--- config.mk ---
export PLATFORM = sky130hd
export DESIGN_NAME = eth_rx_framer_flat
export DESIGN_NICKNAME = d
export VERILOG_FILES = /design/src/rtl/eth_rx_framer_if.sv /design/src/rtl/eth_rx_framer.sv /design/src/flat_wrapper.sv
export SDC_FILE = /design/constraint.sdc
export NUM_CORES = 1
export LEC_CHECK = 0
export BUFFER_PORTS_ARGS = -buffer_cell sky130_fd_sc_hd__buf_2
export CAP_MARGIN = 25
export CORE_MARGIN = 2
export CORE_UTILIZATION = 35
export DETAILED_ROUTE_END_ITERATION = 10
export GPL_TIMING_DRIVEN = 0
export HOLD_SLACK_MARGIN = 0.12
export PLACE_DENSITY = 0.62
export SLEW_MARGIN = 25
export SYNTH_ARGS = -nofsm -noshare
export SYNTH_HDL_FRONTEND = slang
export SYNTH_SLANG_ARGS = --single-unit
--- constraint.sdc ---
create_clock -name clk -period 2.6 [get_ports clk]
set_input_delay 0.13 -clock clk [delete_from_list [all_inputs] [get_ports clk]]
set_output_delay 0.13 -clock clk [all_outputs]
set_load 0.1 [all_outputs]
--- src/rtl/eth_rx_framer_if.sv ---
// eth_rx_framer_if: byte-stream bundle around the rx framer.
//   rx_data/rx_dv/rx_er : GMII-style PHY byte stream into the framer.
//   m_*                 : payload stream out of the framer. The status bits
//                         are only meaningful on the m_eof beat.
// Modports: master = framer side (consumes rx_*, drives m_*),
//           slave  = environment side (drives rx_*, consumes m_*).
interface eth_rx_framer_if;
  logic [7:0] rx_data;
  logic       rx_dv;
  logic       rx_er;

  logic [7:0] m_data;
  logic       m_valid;
  logic       m_sof;
  logic       m_eof;
  logic       m_crc_err;
  logic       m_len_err;
  logic       m_phy_err;
  logic       m_good;
  logic       m_runt_drop;

  modport master (
    input  rx_data, rx_dv, rx_er,
    output m_data, m_valid, m_sof, m_eof, m_crc_err, m_len_err,
           m_phy_err, m_good, m_runt_drop
  );

  modport slave (
    output rx_data, rx_dv, rx_er,
    input  m_data, m_valid, m_sof, m_eof, m_crc_err, m_len_err,
           m_phy_err, m_good, m_runt_drop
  );
endinterface

--- src/rtl/eth_rx_framer.sv ---
// eth_rx_framer: receive-side framing stage.
// Strips preamble/SFD, checks CRC-32 residue, frame length and PHY error,
// and removes the 4-byte FCS with a 5-byte delay line so only payload bytes
// (dest addr .. data) reach the consumer. No backpressure.
// Ports:
//   clk   : clock, all logic on posedge
//   rst_n : synchronous active-low reset
//   bus   : eth_rx_framer_if.master (rx_* in, m_* out, all outputs registered)
module eth_rx_framer #(
  parameter int unsigned MIN_PREAMBLE = 1,
  parameter int unsigned MIN_LEN      = 64,
  parameter int unsigned MAX_LEN      = 1518
) (
  input  logic             clk,
  input  logic             rst_n,
  eth_rx_framer_if.master  bus
);

  typedef enum logic [1:0] {S_IDLE, S_PREAMBLE, S_DATA, S_DROP} state_t;

  localparam logic [31:0] CRC_POLY    = 32'hEDB88320;
  localparam logic [31:0] CRC_RESIDUE = 32'hDEBB20E3;
  localparam logic [11:0] MIN_LEN_C   = 12'(MIN_LEN);
  localparam logic [11:0] MAX_LEN_C   = 12'(MAX_LEN);

  function automatic logic [31:0] crc_byte(input logic [31:0] c, input logic [7:0] d);
    logic [31:0] r;
    r = c ^ {24'b0, d};
    for (int unsigned i = 0; i < 8; i++)
      r = r[0] ? ((r >> 1) ^ CRC_POLY) : (r >> 1);
    return r;
  endfunction

  state_t          state_q, state_d;
  logic [2:0]      pcnt_q, pcnt_d;
  logic [11:0]     bcnt_q, bcnt_d;
  logic [31:0]     crc_q, crc_d;
  logic [4:0][7:0] dly_q, dly_d;   // [0] newest, [4] oldest
  logic            phy_err_q, phy_err_d;

  logic [7:0] data_q, data_d;
  logic       valid_q, valid_d;
  logic       sof_q, sof_d;
  logic       eof_q, eof_d;
  logic       crc_err_q, crc_err_d;
  logic       len_err_q, len_err_d;
  logic       phy_q, phy_d;
  logic       good_q, good_d;
  logic       runt_q, runt_d;

  logic crc_bad, len_bad;
  assign crc_bad = (crc_q != CRC_RESIDUE);
  assign len_bad = (bcnt_q < MIN_LEN_C) || (bcnt_q > MAX_LEN_C);

  always_comb begin
    state_d   = state_q;
    pcnt_d    = pcnt_q;
    bcnt_d    = bcnt_q;
    crc_d     = crc_q;
    dly_d     = dly_q;
    phy_err_d = phy_err_q;
    data_d    = '0;
    valid_d   = 1'b0;
    sof_d     = 1'b0;
    eof_d     = 1'b0;
    crc_err_d = 1'b0;
    len_err_d = 1'b0;
    phy_d     = 1'b0;
    good_d    = 1'b0;
    runt_d    = 1'b0;

    case (state_q)
      S_IDLE: begin
        if (bus.rx_dv) begin
          if (bus.rx_data == 8'h55) begin
            state_d = S_PREAMBLE;
            pcnt_d  = 3'd1;
          end else begin
            state_d = S_DROP;
          end
        end
      end

      S_PREAMBLE: begin
        if (!bus.rx_dv) begin
          state_d = S_IDLE;
        end else if (bus.rx_data == 8'h55) begin
          if (pcnt_q != 3'd7) pcnt_d = pcnt_q + 3'd1;
        end else if ((bus.rx_data == 8'hD5) && (32'(pcnt_q) >= MIN_PREAMBLE)) begin
          state_d   = S_DATA;
          bcnt_d    = '0;
          crc_d     = '1;
          dly_d     = '0;
          phy_err_d = 1'b0;
        end else begin
          state_d = S_DROP;
        end
      end

      S_DATA: begin
        if (bus.rx_dv) begin
          if (bcnt_q != 12'hFFF) bcnt_d = bcnt_q + 12'd1;
          crc_d = crc_byte(crc_q, bus.rx_data);
          dly_d = {dly_q[3:0], bus.rx_data};
          if (bus.rx_er) phy_err_d = 1'b1;
          // Line is full once 5 bytes are held; the oldest is then payload.
          if (bcnt_q >= 12'd5) begin
            valid_d = 1'b1;
            data_d  = dly_q[4];
            sof_d   = (bcnt_q == 12'd5);
          end
        end else begin
          state_d = S_IDLE;
          // The 4 newest held bytes are the FCS; the oldest is the last payload byte.
          if (bcnt_q >= 12'd5) begin
            valid_d   = 1'b1;
            data_d    = dly_q[4];
            sof_d     = (bcnt_q == 12'd5);
            eof_d     = 1'b1;
            crc_err_d = crc_bad;
            len_err_d = len_bad;
            phy_d     = phy_err_q;
            good_d    = !(crc_bad || len_bad || phy_err_q);
          end else begin
            runt_d = 1'b1;
          end
        end
      end

      S_DROP: begin
        if (!bus.rx_dv) state_d = S_IDLE;
      end

      default: state_d = S_IDLE;
    endcase
  end

  always_ff @(posedge clk) begin
    if (!rst_n) begin
      state_q   <= S_IDLE;
      pcnt_q    <= '0;
      bcnt_q    <= '0;
      crc_q     <= '0;
      dly_q     <= '0;
      phy_err_q <= 1'b0;
      data_q    <= '0;
      valid_q   <= 1'b0;
      sof_q     <= 1'b0;
      eof_q     <= 1'b0;
      crc_err_q <= 1'b0;
      len_err_q <= 1'b0;
      phy_q     <= 1'b0;
      good_q    <= 1'b0;
      runt_q    <= 1'b0;
    end else begin
      state_q   <= state_d;
      pcnt_q    <= pcnt_d;
      bcnt_q    <= bcnt_d;
      crc_q     <= crc_d;
      dly_q     <= dly_d;
      phy_err_q <= phy_err_d;
      data_q    <= data_d;
      valid_q   <= valid_d;
      sof_q     <= sof_d;
      eof_q     <= eof_d;
      crc_err_q <= crc_err_d;
      len_err_q <= len_err_d;
      phy_q     <= phy_d;
      good_q    <= good_d;
      runt_q    <= runt_d;
    end
  end

  assign bus.m_data      = data_q;
  assign bus.m_valid     = valid_q;
  assign bus.m_sof       = sof_q;
  assign bus.m_eof       = eof_q;
  assign bus.m_crc_err   = crc_err_q;
  assign bus.m_len_err   = len_err_q;
  assign bus.m_phy_err   = phy_q;
  assign bus.m_good      = good_q;
  assign bus.m_runt_drop = runt_q;

endmodule
--- src/flat_wrapper.sv ---
// flat-port wrapper written by rule: the top's interface ports become plain ports
module eth_rx_framer_flat 
#(
  parameter int unsigned MIN_PREAMBLE = 1,
  parameter int unsigned MIN_LEN      = 64,
  parameter int unsigned MAX_LEN      = 1518
)
  (clk, rst_n, bus_rx_data, bus_rx_dv, bus_rx_er, bus_m_data, bus_m_valid, bus_m_sof, bus_m_eof, bus_m_crc_err, bus_m_len_err, bus_m_phy_err, bus_m_good, bus_m_runt_drop);
  eth_rx_framer_if bus_i ();
  input  logic clk;
  input  logic rst_n;
  input wire logic [$bits(bus_i.rx_data)-1:0] bus_rx_data;
  input wire logic [$bits(bus_i.rx_dv)-1:0] bus_rx_dv;
  input wire logic [$bits(bus_i.rx_er)-1:0] bus_rx_er;
  output wire logic [$bits(bus_i.m_data)-1:0] bus_m_data;
  output wire logic [$bits(bus_i.m_valid)-1:0] bus_m_valid;
  output wire logic [$bits(bus_i.m_sof)-1:0] bus_m_sof;
  output wire logic [$bits(bus_i.m_eof)-1:0] bus_m_eof;
  output wire logic [$bits(bus_i.m_crc_err)-1:0] bus_m_crc_err;
  output wire logic [$bits(bus_i.m_len_err)-1:0] bus_m_len_err;
  output wire logic [$bits(bus_i.m_phy_err)-1:0] bus_m_phy_err;
  output wire logic [$bits(bus_i.m_good)-1:0] bus_m_good;
  output wire logic [$bits(bus_i.m_runt_drop)-1:0] bus_m_runt_drop;
  assign bus_i.rx_data = bus_rx_data;
  assign bus_i.rx_dv = bus_rx_dv;
  assign bus_i.rx_er = bus_rx_er;
  assign bus_m_data = bus_i.m_data;
  assign bus_m_valid = bus_i.m_valid;
  assign bus_m_sof = bus_i.m_sof;
  assign bus_m_eof = bus_i.m_eof;
  assign bus_m_crc_err = bus_i.m_crc_err;
  assign bus_m_len_err = bus_i.m_len_err;
  assign bus_m_phy_err = bus_i.m_phy_err;
  assign bus_m_good = bus_i.m_good;
  assign bus_m_runt_drop = bus_i.m_runt_drop;
  eth_rx_framer #(.MIN_PREAMBLE(MIN_PREAMBLE), .MIN_LEN(MIN_LEN), .MAX_LEN(MAX_LEN)) u_core (.clk(clk), .rst_n(rst_n), .bus(bus_i));
endmodule
**Word level (Yosys, flattened, before mapping)**

Index checks and enable logic that the tools add are counted.

- Add/subtract/negate cells: 2
- $lt $le $gt $ge: 4
- Equal/unequal tests: 21
- Mux-type cells: 45
- Bitwise gates (word level): 12
- Reduce and logical (&&, ||, !) cells: 18

Operators by type and width:

| cell | count |
|---|---|
| $mux 32 | 12 |
| $mux 40 | 4 |
| $not 13->14 | 8 |
| $pmux 40 s2 | 1 |
| $pmux 32 s2 | 1 |
| $mux 12 | 5 |
| $ne 32x32->1 const B | 1 |
| $xor 32x8->32 | 1 |
| $pmux 12 s2 | 1 |
| $reduce_and 6->1 | 3 |
| $mux 3 | 5 |
| $add 12x1->12 const B | 1 |
| $eq 12x3->1 const B | 1 |
| $ge 12x3->1 const B | 1 |
| $gt 12x11->1 const B | 1 |
| $lt 12x7->1 const B | 1 |
| $ne 12x12->1 const B | 1 |
| $ne 2x2->1 const B | 6 |
| $mux 2 | 5 |
| $ne 2x1->1 const B | 5 |
| $eq 8x7->1 const B | 1 |
| $eq 8x8->1 const B | 1 |
| $mux 1 | 8 |
| $ne 3x3->1 const B | 2 |
| other kinds (19) | 26 |

- Flip-flop bits (word level): 106
- Input port bits: 12
- Output and inout bits: 16
- Word-level logic and storage cells: 121

**Logic depth before layout (Yosys ltp)**

Gate-level depths: netlist of run 1.

- Depth after elaboration: 19
- Mapped depth: 9
- Mapped depth without buffers: 7

**Worst setup path after synthesis of run 1**

No wires, ideal clock.

- Path kind: register to register
- Start point: reg u_core.bcnt_q[0]
- End point: reg u_core.bcnt_q[11]
- Library setup time: 0.121 ns
- Data arrival time: 1.801 ns
- Required time: 2.479 ns
- Setup slack: 0.678 ns
- Stages on the path, launching flop included: 7
- Path buffers: 0
- Period minus slack after synthesis: 1.922 ns
- Cells stage by stage: dfxtp_1 > ha_1 > nand2_1 > o41ai_4 > nor3_2 > nand3_1 > mux2_2

- Cells in the longest elaborated chain, start to end: 4
- Elaborated cells between the ends (all ways): 7
- Classes of those cells: add/sub (1); eq/ne (2); mux (3); reduce/logical (1)

Ends and longest elaborated chain:

| item | RTL line | source |
|---|---|---|
| start: declaration | eth_rx_framer.sv:36 | `logic [11:0] bcnt_q, bcnt_d;` |
| start signal: assignment | eth_rx_framer.sv:158 | `bcnt_q <= bcnt_d;` |
| $add 12x1->12 | eth_rx_framer.sv:102 | `if (bcnt_q != 12'hFFF) bcnt_d = bcnt_q + 12'd1;` |
| $mux 12 | eth_rx_framer.sv:102 |  |
| $mux 12 | eth_rx_framer.sv:101 | `if (bus.rx_dv) begin` |
| $pmux 12 s2 | eth_rx_framer.sv:72 | `case (state_q)` |

Parallel ways exist; a longest one is shown, timed or not. The select of a mux whose other input is x is not followed.
A chain may end at the register's enable or synchronous reset.

**Worst setup path after layout of run 1**

Ends and elaborated chain as after synthesis.

==> summary.md, run 1 <==
| Metric | Value |
|---|---|
| Status | `complete, no violations` |
| GR Util All Layers | `15.62%` |
| Via Count | `3607` |
| Max-cap violations | `0` |
| Crit path launch type | `flop` |
| CP Capture Type | `flop` |
| Post-Syn Area per Cell | `9.848 um2` |
| Clock Skew | `10.77 ps` |
| #FFs+latches synth | `106` |
| Largest net degree at the start of global routing | `20` |
| Final ANT Viol Nets | `0` |
| # diodes | `0` |
| R2R depth | `6` |
| Setup Viol. Count Final | `0` |
| Post-Route WL | `10850 um` |
| Worst skew pair latency | `360 ps` |
| Synthesized area | `4796 um2` |
| Number of I/O port buffers | `26` |
| TritonCTS Buffers | `9` |
| Final Max Tran Viols | `0` |
| First drt pass iteration count | `5` |
| Final min period | `2268 ps` |
| Mapped Cells | `487` |
| Initial core utilization | `36.07%` |
| Die area | `14650 um2` |
| Highest routing layer actually used | `met4` |
| Worst-path fanout max | `9` |
| Reg2Reg Setup Slack | `330 ps` |
| Final Total Pwr | `0.003767 W` |
| Clock transition at path regs | `80 ps` |
| WP data arrival | `2520 ps` |
| # IOs | `28` |
| Pwr dens | `687.7 nW/um2` |
| Longest Clk Path Bufs | `2` |
| Synthesis-to-finish area growth | `14.22%` |
| H-tree depth | `3` |
| Min-Delay Path Class | `in -> reg` |
| Initial antenna violation count | `0` |
| Postcts setup bufs | `0` |
| Reg-to-Reg End | `u_core.bcnt_q[11]$_SDFFE_PN0P_` |
| First-pass GRT wire length | `17770 um` |
| Met2 WL | `5178 um` |
| Post-Route M1 WL | `5007 um` |
| WL per Instance | `15.35 um` |
| RSZ-0062 raised after global routing | `no` |
| Final WS setup | `332.5 ps` |
| Final hold vios | `0` |
| Critical path type | `reg -> reg` |
| Hold Path Cell Cnt | `3` |
| Period Utilization, post-route | `87.21%` |
| Slew @ Worst Pin | `618.0 ps` |
| Layout cell share with drive strength beyond 1 | `14.88%` |
| Clock sink count | `106` |
| Setup TNS | `0 ps` |
| Die H | `121.1 um` |
| Required @ worst endpoint | `2860 ps` |
| Distinct cell type count after synthesis | `52` |
| Net Count, Synth | `506` |
| Yosys warning total | `0` |
| FF-to-FF Start | `u_core.bcnt_q[0]$_SDFFE_PN0P_` |
| Met3 routed WL | `498 um` |
| FP Rows | `42` |
| Seq/Total Area, Yosys | `44.25%` |
| DIE WIDTH | `121.1 um` |
| CTS tree | `done` |
| Critical hold path startpoint | `bus_rx_data[7]` |
| GPL Wtd Cong | `0.8608` |
| Grt ovf | `0` |
| Maximum vdd ir drop | `0.0003739 V` |
| Primary FF master, synth | `dfxtp_1` |
| FFs w/ async S/R, synth | `0%` |
| Vias in the first global route | `3521` |
| Final #Nets | `545` |
| DRT iter0 DRCs | `287` |
| Achievable Freq | `0.4410 GHz` |
| Post-synth EDFFs | `0` |
| Root Driver | `clkbuf_16` |
| Dpl hpwl | `7778 um` |
| Commonest cells after routing, fill and taps aside | `dfxtp_1 (106), nor2_1 (71), xnor2_1 (53)` |
| Vias/cell | `5.102` |
| Hold Path End | `u_core.dly_q[7]$_SDFFE_PN0P_` |
| Dpl ws | `387.6 ps` |
| P_leak | `2.022 nW` |
| Commonest non-fill, non-tap cell in the layout | `dfxtp_1` |
| Slew headroom | `58.65%` |
| # DRC | `0` |
| Core footprint | `13300 um2` |
## cells in the mapped netlist, types with 4 or more instances
master,count,share of area [%]
o221a_2,4,0.94
dfxtp_1,106,44
o21ai_0,18,1.9
a21oi_1,22,2.3
o22ai_1,8,1.0
xor2_1,12,2.2
nand2_1,11,0.86
xnor2_4,7,4.0
and2_1,10,1.3
xnor2_1,53,9.7
nor3_1,7,0.73
a22oi_1,40,6.3
xnor2_2,8,2.7
clkbuf_1,18,1.4
nand3_1,10,1.0
nor2_1,71,5.6
inv_1,10,0.78
ha_1,7,1.8
buf_2,10,1.0
nor4_1,4,0.52
## where the power goes
group          internal (W)  leakage [nW]  switching (W)
sequential          0.00166         0.858      0.0000402
clock              0.000770         0.148       0.000664
combinational      0.000295          1.01       0.000341
## kinds of logic after synthesis
| kind of cell | share of synthesized area, % |
|---|---|
| mux | 0.4435 |
| fa+ha+maj | 1.826 |
| simple gates | 15.45 |
| flops | 44.25 |
| buf+inv | 3.574 |
| xor+xnor | 19.51 |
| compound gates | 14.95 |
## layer usage
| metal | vias up | GRT usage [%] |
|---|---|---|
| li1 | 1768 | - |
| met1 | 1738 | 19.62 |
| met2 | 89 | 25.67 |
| met3 | 12 | 4.088 |
| met4 | 0 | 5.887 |
| met5 | - | 0 |
## registers in the layout, summed over array words and instances (netlist names), 2 cells and up
signal / cells
u_core.pcnt_q: 3
u_core.dly_q: 40
u_core.crc_q: 32
u_core.state_q: 2
u_core.bus.m_data: 8
u_core.bcnt_q: 12
## what timing repair did
action	CTS	global route
gates resized for setup	0	0
hold buffers	2	0
endpoints found under the hold margin	2	0
## area by class of cell
cell class,count,area (um2)
Buffer,30,130.1
Clock buffer,10,229.0
Sequential cell,106,2122
Fill cell,1309,7818
Inverter,11,41.29
Tap cell,176,220.2
Timing Repair Buffer,28,150.1
Multi-Input combinational cell,340,2502
Clock inverter,6,82.58
## worst max-delay path by stage
stage / startpoint / to / cells past startpoint
2_1_floorplan: u_core.bcnt_q[0]$_SDFFE_PN0P_ / u_core.bcnt_q[11]$_SDFFE_PN0P_ / 6
3_3_place_gp: u_core.bcnt_q[0]$_SDFFE_PN0P_ / u_core.bcnt_q[11]$_SDFFE_PN0P_ / 6
3_5_place_dp: u_core.bcnt_q[0]$_SDFFE_PN0P_ / u_core.bcnt_q[11]$_SDFFE_PN0P_ / 6
4_1_cts: u_core.bcnt_q[0]$_SDFFE_PN0P_ / u_core.bcnt_q[11]$_SDFFE_PN0P_ / 6
5_1_grt: u_core.bcnt_q[0]$_SDFFE_PN0P_ / u_core.bcnt_q[11]$_SDFFE_PN0P_ / 6
6_report: u_core.bcnt_q[0]$_SDFFE_PN0P_ / u_core.bcnt_q[11]$_SDFFE_PN0P_ / 6
## worst max-delay path, stage by stage (launching register included)
cell	delay (ps)
dfxtp_1	450
ha_1	270
nand2_1	140
o41ai_4	630
nor3_2	200
nand3_1	150
mux2_2	330
## per-stage QoR
stage	cell area (um2)	utilization (%)	hold slack [ps]	cells
3_5_place_dp	5146	38.71	367.9	689
2_1_floorplan	4796	-	268.1	487
3_3_place_gp	5146	38.71	375.6	689
6_report	5478	41.20	120.7	707
5_1_grt	5478	41.20	154.0	707
4_1_cts	5478	41.20	123.7	707
No activity file was read; power rests on OpenSTA's default activity.
==> run 2, diff against run 1 <==
--- a/config.mk
+++ b/config.mk
@@ -5,6 +5,7 @@
 export SDC_FILE = /design/constraint.sdc
 export NUM_CORES = 1
 export LEC_CHECK = 0
+export ABC_AREA = 1
 export BUFFER_PORTS_ARGS = -buffer_cell sky130_fd_sc_hd__buf_2
 export CAP_MARGIN = 25
 export CORE_MARGIN = 2
==> summary.md, run 2 <==
| Metric | Value |
|---|---|
| Crit path top cell by count | `clkbuf_1` |
| First drt pass iteration count | `5 (unchanged)` |
| #FFs+latches synth | `106 (unchanged)` |
| Setup TNS | `0 ps (unchanged)` |
| Period Utilization, post-route | `79.43% (-7.8 points)` |
| Setup Viol. Count Final | `0 (unchanged)` |
| Met3 routed WL | `547 um (+9.8%)` |
| Post-Syn Area per Cell | `7.320 um2 (-26%)` |
| Cell taking the most area after synthesis | `dfxtp_1` |
| Vias/cell | `4.904 (-3.9%)` |
| CP bufs+invs | `5 (+5)` |
| Via Count | `4791 (+33%)` |
| Slew headroom | `53.37% (-5.3 points)` |
| Dpl ws | `642.5 ps (+254.9 ps)` |
| GR Util All Layers | `17.38% (+1.8 points)` |
| R2R depth | `6 (unchanged)` |
| Die H | `128.0 um (+5.7%)` |
| Final ANT Viol Nets | `0 (unchanged)` |
| Slew @ Worst Pin | `699.4 ps (+81.42 ps)` |
| # DRC | `0 (unchanged)` |
| Primary FF master, synth | `dfxtp_1` |
| Synthesized area | `5380 um2 (+12%)` |
| # IOs | `28 (unchanged)` |
| WP data arrival | `2350 ps (-170 ps)` |
| Critical path type | `in -> reg` |
| Seq pwr share | `46.0% (+0.9 points)` |
| Vias in the first global route | `4467 (+27%)` |
| First-pass GRT wire length | `22470 um (+26%)` |
| Max-cap violations | `0 (unchanged)` |
| Clock power share | `35.2% (-2.9 points)` |
| Postcts setup bufs | `0 (unchanged)` |
| DIE WIDTH | `128.0 um (+5.7%)` |
| Commonest non-fill, non-tap cell in the layout | `nand2_1` |
| Achievable Freq | `0.4842 GHz (+9.8%)` |
| Seq/Total Area, Yosys | `39.44% (-4.8 points)` |
| GPL Wtd Cong | `0.8834 (+2.6%)` |
| Number of I/O port buffers | `27 (+3.8%)` |
| Final hold vios | `0 (unchanged)` |
| Top cells by area, synth | `dfxtp_1 (39%), nand2_1 (14%), a21oi_1 (7.9%), xor2_1 (6.2%), inv_1 (5.7%)` |
| CTS tree | `done` |
| Met2 WL | `6003 um (+16%)` |
| Hold Path Cell Cnt | `2 (-1)` |
| P_leak | `2.460 nW (+22%)` |
| Share of the synthesized area in the top cell type | `39.44% (-4.8 points)` |
| FFs w/ async S/R, synth | `0% (unchanged)` |
| CP delay by family, top | `buffers and inverters` |
| Maximum vdd ir drop | `0.0003184 V (-15%)` |
| Net Count, Synth | `754 (+49%)` |
| Clock transition at path regs | `70 ps (about the same)` |
| FP Rows | `45 (+7.1%)` |
| # diodes | `0 (unchanged)` |
| # hold bufs at CTS | `11 (+9)` |
| Initial core utilization | `35.66% (-0.42 points)` |
| Switching fraction of total power | `29.89% (+2.2 points)` |
| WL per Instance | `13.77 um (-10%)` |
| Required @ worst endpoint | `2890 ps (+30 ps)` |
| Root Driver | `clkbuf_16` |
| Final WS setup | `534.7 ps (+202.3 ps)` |
| RSZ-0062 raised after global routing | `no` |
| Core footprint | `15090 um2 (+13%)` |
| Final min period | `2065 ps (-202.3 ps)` |
| Min-Delay Path Class | `reg -> reg` |
| TritonCTS Buffers | `9 (unchanged)` |
| Die area | `16380 um2 (+12%)` |
| Longest Clk Path Bufs | `2 (unchanged)` |
| Status | `complete, no violations` |
| Clock sink count | `106 (unchanged)` |
| DRT iter0 DRCs | `328 (+14%)` |
| Logic pwr share | `18.8% (+1.9 points)` |
| CP Capture Type | `flop` |
| Pwr dens | `604.5 nW/um2 (-12%)` |
| Internal | `0.002603 W (-4.4%)` |
| Biggest regs | `u_core.dly_q x40, u_core.crc_q x32, u_core.bcnt_q x12` |
| Mapped Cells | `735 (+51%)` |
| Post-Route M1 WL | `6600 um (+32%)` |
| Grt ovf | `0 (unchanged)` |
| Slowest cell delay on critical path | `540 ps (-90 ps)` |
| H-tree depth | `3 (unchanged)` |
| Final Max Tran Viols | `0 (unchanged)` |
| Commonest cells in the netlist | `nand2_1 (194), dfxtp_1 (106), a21oi_1 (85), inv_1 (81), nor2_1 (49)` |
| Switching Power | `0.001110 W (+6.2%)` |
| Distinct cell type count after synthesis | `36 (-31%)` |
| Most frequent cell after synthesis | `nand2_1` |
| Initial antenna violation count | `0 (unchanged)` |
| Worst path depth | `8 (+2)` |
| Highest routing layer actually used | `met4` |
| Dpl hpwl | `9683 um (+24%)` |
| Post-Route WL | `13450 um (+24%)` |
| Cts repair resizes | `0 (unchanged)` |
| Crit path launch type | `primary input` |
| CP max-delay cell | `clkbuf_1` |
| Biggest register | `u_core.dly_q` |
| Worst-path fanout max | `10 (+1)` |
| Commonest cells after routing, fill and taps aside | `nand2_1 (194), dfxtp_1 (106), a21oi_1 (85)` |
| Critical path cell sequence | `dlygate4sd3_1 > buf_2 > inv_1 > nor3_1 > clkbuf_1 > clkbuf_1 > nand2_1 > a21oi_1` |
| Yosys warning total | `0 (unchanged)` |
| Layout cell share with drive strength beyond 1 | `11.03% (-3.9 points)` |
| Largest net degree at the start of global routing | `18 (-10%)` |
| Post-synth EDFFs | `0 (unchanged)` |
| Max reg flops | `40 (unchanged)` |
| Clock Skew | `14.94 ps (+4.168 ps)` |
| Synthesis-to-finish area growth | `14.14% (about the same)` |
| Final #Nets | `803 (+47%)` |
| Worst skew pair latency | `360 ps (about the same)` |
==> run 2: cell types whose count changed after synthesis, sizes merged, moves of 20 or more <==
| cell | delta |
|---|---|
| a21oi | +66 |
| a22oi | -40 |
| inv | +72 |
| nand2 | +196 |
| nand3 | +23 |
| nor2 | -20 |
| xnor2 | -53 |
| xor2 | +27 |
==> run 2: path summary, 6_finish.rpt <==
kind | start | to | slack, ps
worst max-delay path | bus_rx_dv | u_core.dly_q[15]$_SDFFE_PN0P_ | 530
worst min-delay path | u_core.dly_q[34]$_SDFFE_PN0P_ | u_core.bus.m_data[2]$_SDFF_PN0_ | 430
worst max register to register | u_core.state_q[1]$_SDFFE_PN0P_ | u_core.dly_q[15]$_SDFFE_PN0P_ | 630
worst min register to register | u_core.dly_q[34]$_SDFFE_PN0P_ | u_core.bus.m_data[2]$_SDFF_PN0_ | 430
==> run 2: cell families after synthesis <==
logic type	Yosys count	synth area share, %
AO/OA/AOI/OAI	132	13.35
AND/OR/NAND/NOR	326	26.02
buffers and inverters	108	8.279
adder cells (fa/ha/maj)	7	1.628
flip-flops	106	39.44
XOR/XNOR	56	11.28
==> run 2: worst min-delay path: cells and delay by family, from the launching register on <==
family / cells / cell delay [ps]
simple gates: 1 / 30
flops: 1 / 310
buf+inv: 1 / 40
==> run 2: through the flow <==
step	power [W]	std cells	hold slack, ps	instance area (um2)	utilization, %
final	0.003712	977	426.7	6141	40.70
after global routing	0.003884	977	444.0	6141	40.70
after CTS	0.003739	977	429.1	6141	40.70
after detailed placement	0.002424	950	394.1	5751	38.11
after global placement	0.002420	950	389.2	5751	38.11
after floorplan	0.002264	735	208.5	5380	-
==> run 2: routing by layer <==
metal  GRT usage (%)  vias to the layer above
met5               0                        -
met4           6.464                        0
met3           3.297                       18
met2           28.56                       98
met1           22.73                     2226
li1                -                     2449
==> run 2: power by group through the flow <==
stage          clock network, W  logic (W)  registers (W)
2_1_floorplan                 0   0.000528        0.00174
3_3_place_gp                  0   0.000674        0.00175
3_5_place_dp                  0   0.000679        0.00175
4_1_cts                 0.00134   0.000695        0.00171
5_1_grt                 0.00140   0.000771        0.00171
6_report                0.00131   0.000698        0.00171
==> run 2: layout make-up <==
type / count / area (um2)
buffer: 25 / 131.4
fill: 1572 / 8949
sequential: 106 / 2122
tap: 188 / 235.2
multi-input combinational: 521 / 2813
clock inverter: 6 / 41.29
clock buffer: 10 / 239.0
timing repair buffer: 38 / 245.2
inverter: 83 / 314.1
==> run 3, diff against run 2 <==
--- a/config.mk
+++ b/config.mk
@@ -5,7 +5,7 @@
 export SDC_FILE = /design/constraint.sdc
 export NUM_CORES = 1
 export LEC_CHECK = 0
-export ABC_AREA = 1
+export ABC_AREA = 0
 export BUFFER_PORTS_ARGS = -buffer_cell sky130_fd_sc_hd__buf_2
 export CAP_MARGIN = 25
 export CORE_MARGIN = 2
@@ -13,7 +13,7 @@
 export DETAILED_ROUTE_END_ITERATION = 10
 export GPL_TIMING_DRIVEN = 0
 export HOLD_SLACK_MARGIN = 0.12
-export PLACE_DENSITY = 0.62
+export PLACE_DENSITY = 0.64
 export SLEW_MARGIN = 25
 export SYNTH_ARGS = -nofsm -noshare
 export SYNTH_HDL_FRONTEND = slang
==> constraint.sdc (replaced) <==
create_clock -name clk -period 1.9 [get_ports clk]
set_input_delay 0.095 -clock clk [delete_from_list [all_inputs] [get_ports clk]]
set_output_delay 0.095 -clock clk [all_outputs]
set_load 0.1 [all_outputs]
==> summary.md, run 3 (synthesized netlist as in run 1, its figures left out) <==
| Metric | Value |
|---|---|
| Commonest non-fill, non-tap cell in the layout | `dfxtp_1` |
| Final design utilization | `44.12% (+3.4 points)` |
| FF-to-FF Start | `u_core.pcnt_q[0]$_SDFFE_PN0P_` |
| H-tree depth | `3 (unchanged)` |
| CTS tree | `done` |
| Setup TNS | `-8.828 ps (-8.828 ps)` |
| Vias/cell | `5.094 (+3.9%)` |
| CP Capture Type | `flop` |
| Period Utilization, post-route | `100.5%` |
| Min-Delay Path Class | `in -> reg` |
| Worst-path fanout max | `5 (-5)` |
| Failing checks | `negative setup slack` |
| Crit path launch type | `flop` |
| GR Util All Layers | `15.99% (-1.4 points)` |
| Setup Viol. Count Final | `1 (+1)` |
| Dpl hpwl | `7707 um (-20%)` |
| Placed cell area | `5146 um2 (-11%)` |
| Grt ovf | `0 (unchanged)` |
| Core footprint | `13300 um2 (-12%)` |
| Commonest cells after routing, fill and taps aside | `dfxtp_1 (100), nor2_1 (70), xnor2_1 (52)` |
| Die area | `14650 um2 (-11%)` |
| Placed insts | `689 (-27%)` |
| Achievable Freq | `0.5239 GHz` |
| Final hold vios | `0 (unchanged)` |
| FP Rows | `42 (-6.7%)` |
| Largest net degree at the start of global routing | `20 (+2)` |
| TritonCTS Buffers | `9 (unchanged)` |
| Clock transition at path regs | `80 ps (about the same)` |
| Worst skew pair latency | `360 ps (about the same)` |
| Biggest register | `u_core.dly_q` |
| DRT iter0 DRCs | `251 (-23%)` |
| Max-cap violations | `0 (unchanged)` |
| Status | `finished with violations` |
| Final instance area | `5866 um2 (-4.5%)` |
| Critical path type | `reg -> reg` |
| Longest Clk Path Bufs | `2 (unchanged)` |
| Biggest regs | `u_core.dly_q x40, u_core.crc_q x32, u_core.bcnt_q x12` |
| Final Max Tran Viols | `0 (unchanged)` |
| Filler instances | `1275 (-19%)` |
| R2R depth | `8 (+2)` |
| Final min period | `1909 ps` |
| Root Driver | `clkbuf_16` |
| Critical hold path startpoint | `bus_rx_data[7]` |
| Slew headroom | `59.20% (+5.8 points)` |
| Clock sink count | `106 (unchanged)` |
| GPL Wtd Cong | `0.8639 (-2.2%)` |
| # diodes | `0 (unchanged)` |
| Fin cells | `722 (-26%)` |
| Via Count | `3678 (-23%)` |
| Vias in the first global route | `3597 (-19%)` |
| Clock Skew | `11.29 ps (-3.644 ps)` |
| Final ANT Viol Nets | `0 (unchanged)` |
| Required @ worst endpoint | `2200 ps (-690 ps)` |
| Final WS setup | `-8.828 ps (-543.6 ps)` |
| # DRC | `0 (unchanged)` |
| P_leak | `2.189 nW (-11%)` |
| Max reg flops | `40 (unchanged)` |
| Hold Path End | `u_core.dly_q[7]$_SDFFE_PN0P_` |
| # IOs | `28 (unchanged)` |
| Reg-to-Reg End | `u_core.bcnt_q[7]$_SDFFE_PN0P_` |
| WP data arrival | `2210 ps (-140 ps)` |
| Maximum vdd ir drop | `0.0004203 V (+32%)` |
| First-pass GRT wire length | `18310 um (-19%)` |
| Hold Path Cell Cnt | `3 (+1)` |
| RSZ-0062 raised after global routing | `yes` |
| Layout cell share with drive strength beyond 1 | `22.34% (+11 points)` |
| Post-Route WL | `11250 um (-16%)` |
| Die H | `121.1 um (-5.4%)` |
| Pwr dens | `867.1 nW/um2 (+43%)` |
| Synthesis-to-finish area growth | `22.31%` |
| Slew @ Worst Pin | `611.9 ps (-87.48 ps)` |
| Reg2Reg Setup Slack | `-9 ps (-640 ps)` |
| Final #Nets | `561 (-30%)` |
| DIE WIDTH | `121.1 um (-5.4%)` |
| Initial antenna violation count | `0 (unchanged)` |
| WL per Instance | `15.58 um (+13%)` |
| Initial core utilization | `36.07% (+0.42 points)` |
| First drt pass iteration count | `5 (unchanged)` |
| Number of I/O port buffers | `26 (-3.7%)` |
-- run 3: final cells by class --
cell class / count / area (um2) / area share (%)
plain buffers: 29 / 190.2 / 3.242
clock buffers: 9 / 225.2 / 3.840
clock inverters: 6 / 60.06 / 1.024
inverters: 11 / 41.29 / 0.7039
multi-input cells: 340 / 2643 / 45.05
flip-flops and latches: 106 / 2132 / 36.35
well taps: 176 / 220.2 / 3.754
repair buffers: 45 / 354.1 / 6.037
-- run 3: worst max-delay path: stages (launching register included) --
cell and delay, ps:
dfxtp_4 370, ha_4 150, or3_4 340, a41oi_4 250
buf_6 140, buf_6 120, o21ai_4 70, a311oi_1 280
a41o_1 120
-- run 3: how the worst max path moves through the flow --
| stage | from | end | slack, ps | depth (start not counted) |
|---|---|---|---|---|
| 4_1_cts | u_core.state_q[0]$_SDFFE_PN0P_ | u_core.bcnt_q[11]$_SDFFE_PN0P_ | -6 | 5 |
| 3_5_place_dp | u_core.pcnt_q[1]$_SDFFE_PN0P_ | u_core.bcnt_q[7]$_SDFFE_PN0P_ | -260 | 8 |
| 3_3_place_gp | u_core.pcnt_q[1]$_SDFFE_PN0P_ | u_core.bcnt_q[7]$_SDFFE_PN0P_ | -170 | 8 |
| 6_report | u_core.pcnt_q[0]$_SDFFE_PN0P_ | u_core.bcnt_q[7]$_SDFFE_PN0P_ | -9 | 8 |
| 5_1_grt | u_core.pcnt_q[1]$_SDFFE_PN0P_ | u_core.bcnt_q[7]$_SDFFE_PN0P_ | -60 | 9 |
| 2_1_floorplan | u_core.pcnt_q[1]$_SDFFE_PN0P_ | u_core.bcnt_q[7]$_SDFFE_PN0P_ | 50 | 8 |
-- run 3: metrics by stage --
step	hold slack [ps]	setup slack, ps	total power (W)
global route	160.3	-62.16	0.005297
floorplan	233.1	48.10	0.003064
CTS	120.6	-6.199	0.005054
detailed placement	341.2	-259.4	0.003231
finish	136.4	-8.828	0.005086
global placement	343.3	-174.5	0.003228
-- run 3: what timing repair did --
item | in CTS | in global routing
gates cloned | 0 | 4
hold buffers | 7 | 0
endpoints found under the hold margin | 7 | 0
setup buffers | 2 | 6
gates resized for setup | 18 | 61
pin swaps | 3 | 8
setup endpoints to repair | 94 | 98
-- run 3: power by group --
| group | total [W] | switching [W] | leakage [nW] | internal [W] |
|---|---|---|---|---|
| clock network | 0.00181 | 0.000899 | 0.133 | 0.000912 |
| logic | 0.000950 | 0.000490 | 1.19 | 0.000460 |
| registers | 0.00232 | 0.0000581 | 0.861 | 0.00227 |
| total | 0.00509 | 0.00145 | 2.19 | 0.00364 |
-- run 3: layer usage --
layer | vias up | GRT usage (%) | wire (um) | part of all wire (%)
li1 | 1802 | - | - | -
met1 | 1767 | 20.66 | 5034 | 45
met2 | 98 | 26.16 | 5503 | 49
met3 | 11 | 3.712 | 539 | 4.8
met4 | 0 | 5.523 | 170 | 1.5
met5 | - | 0 | 0 | 0
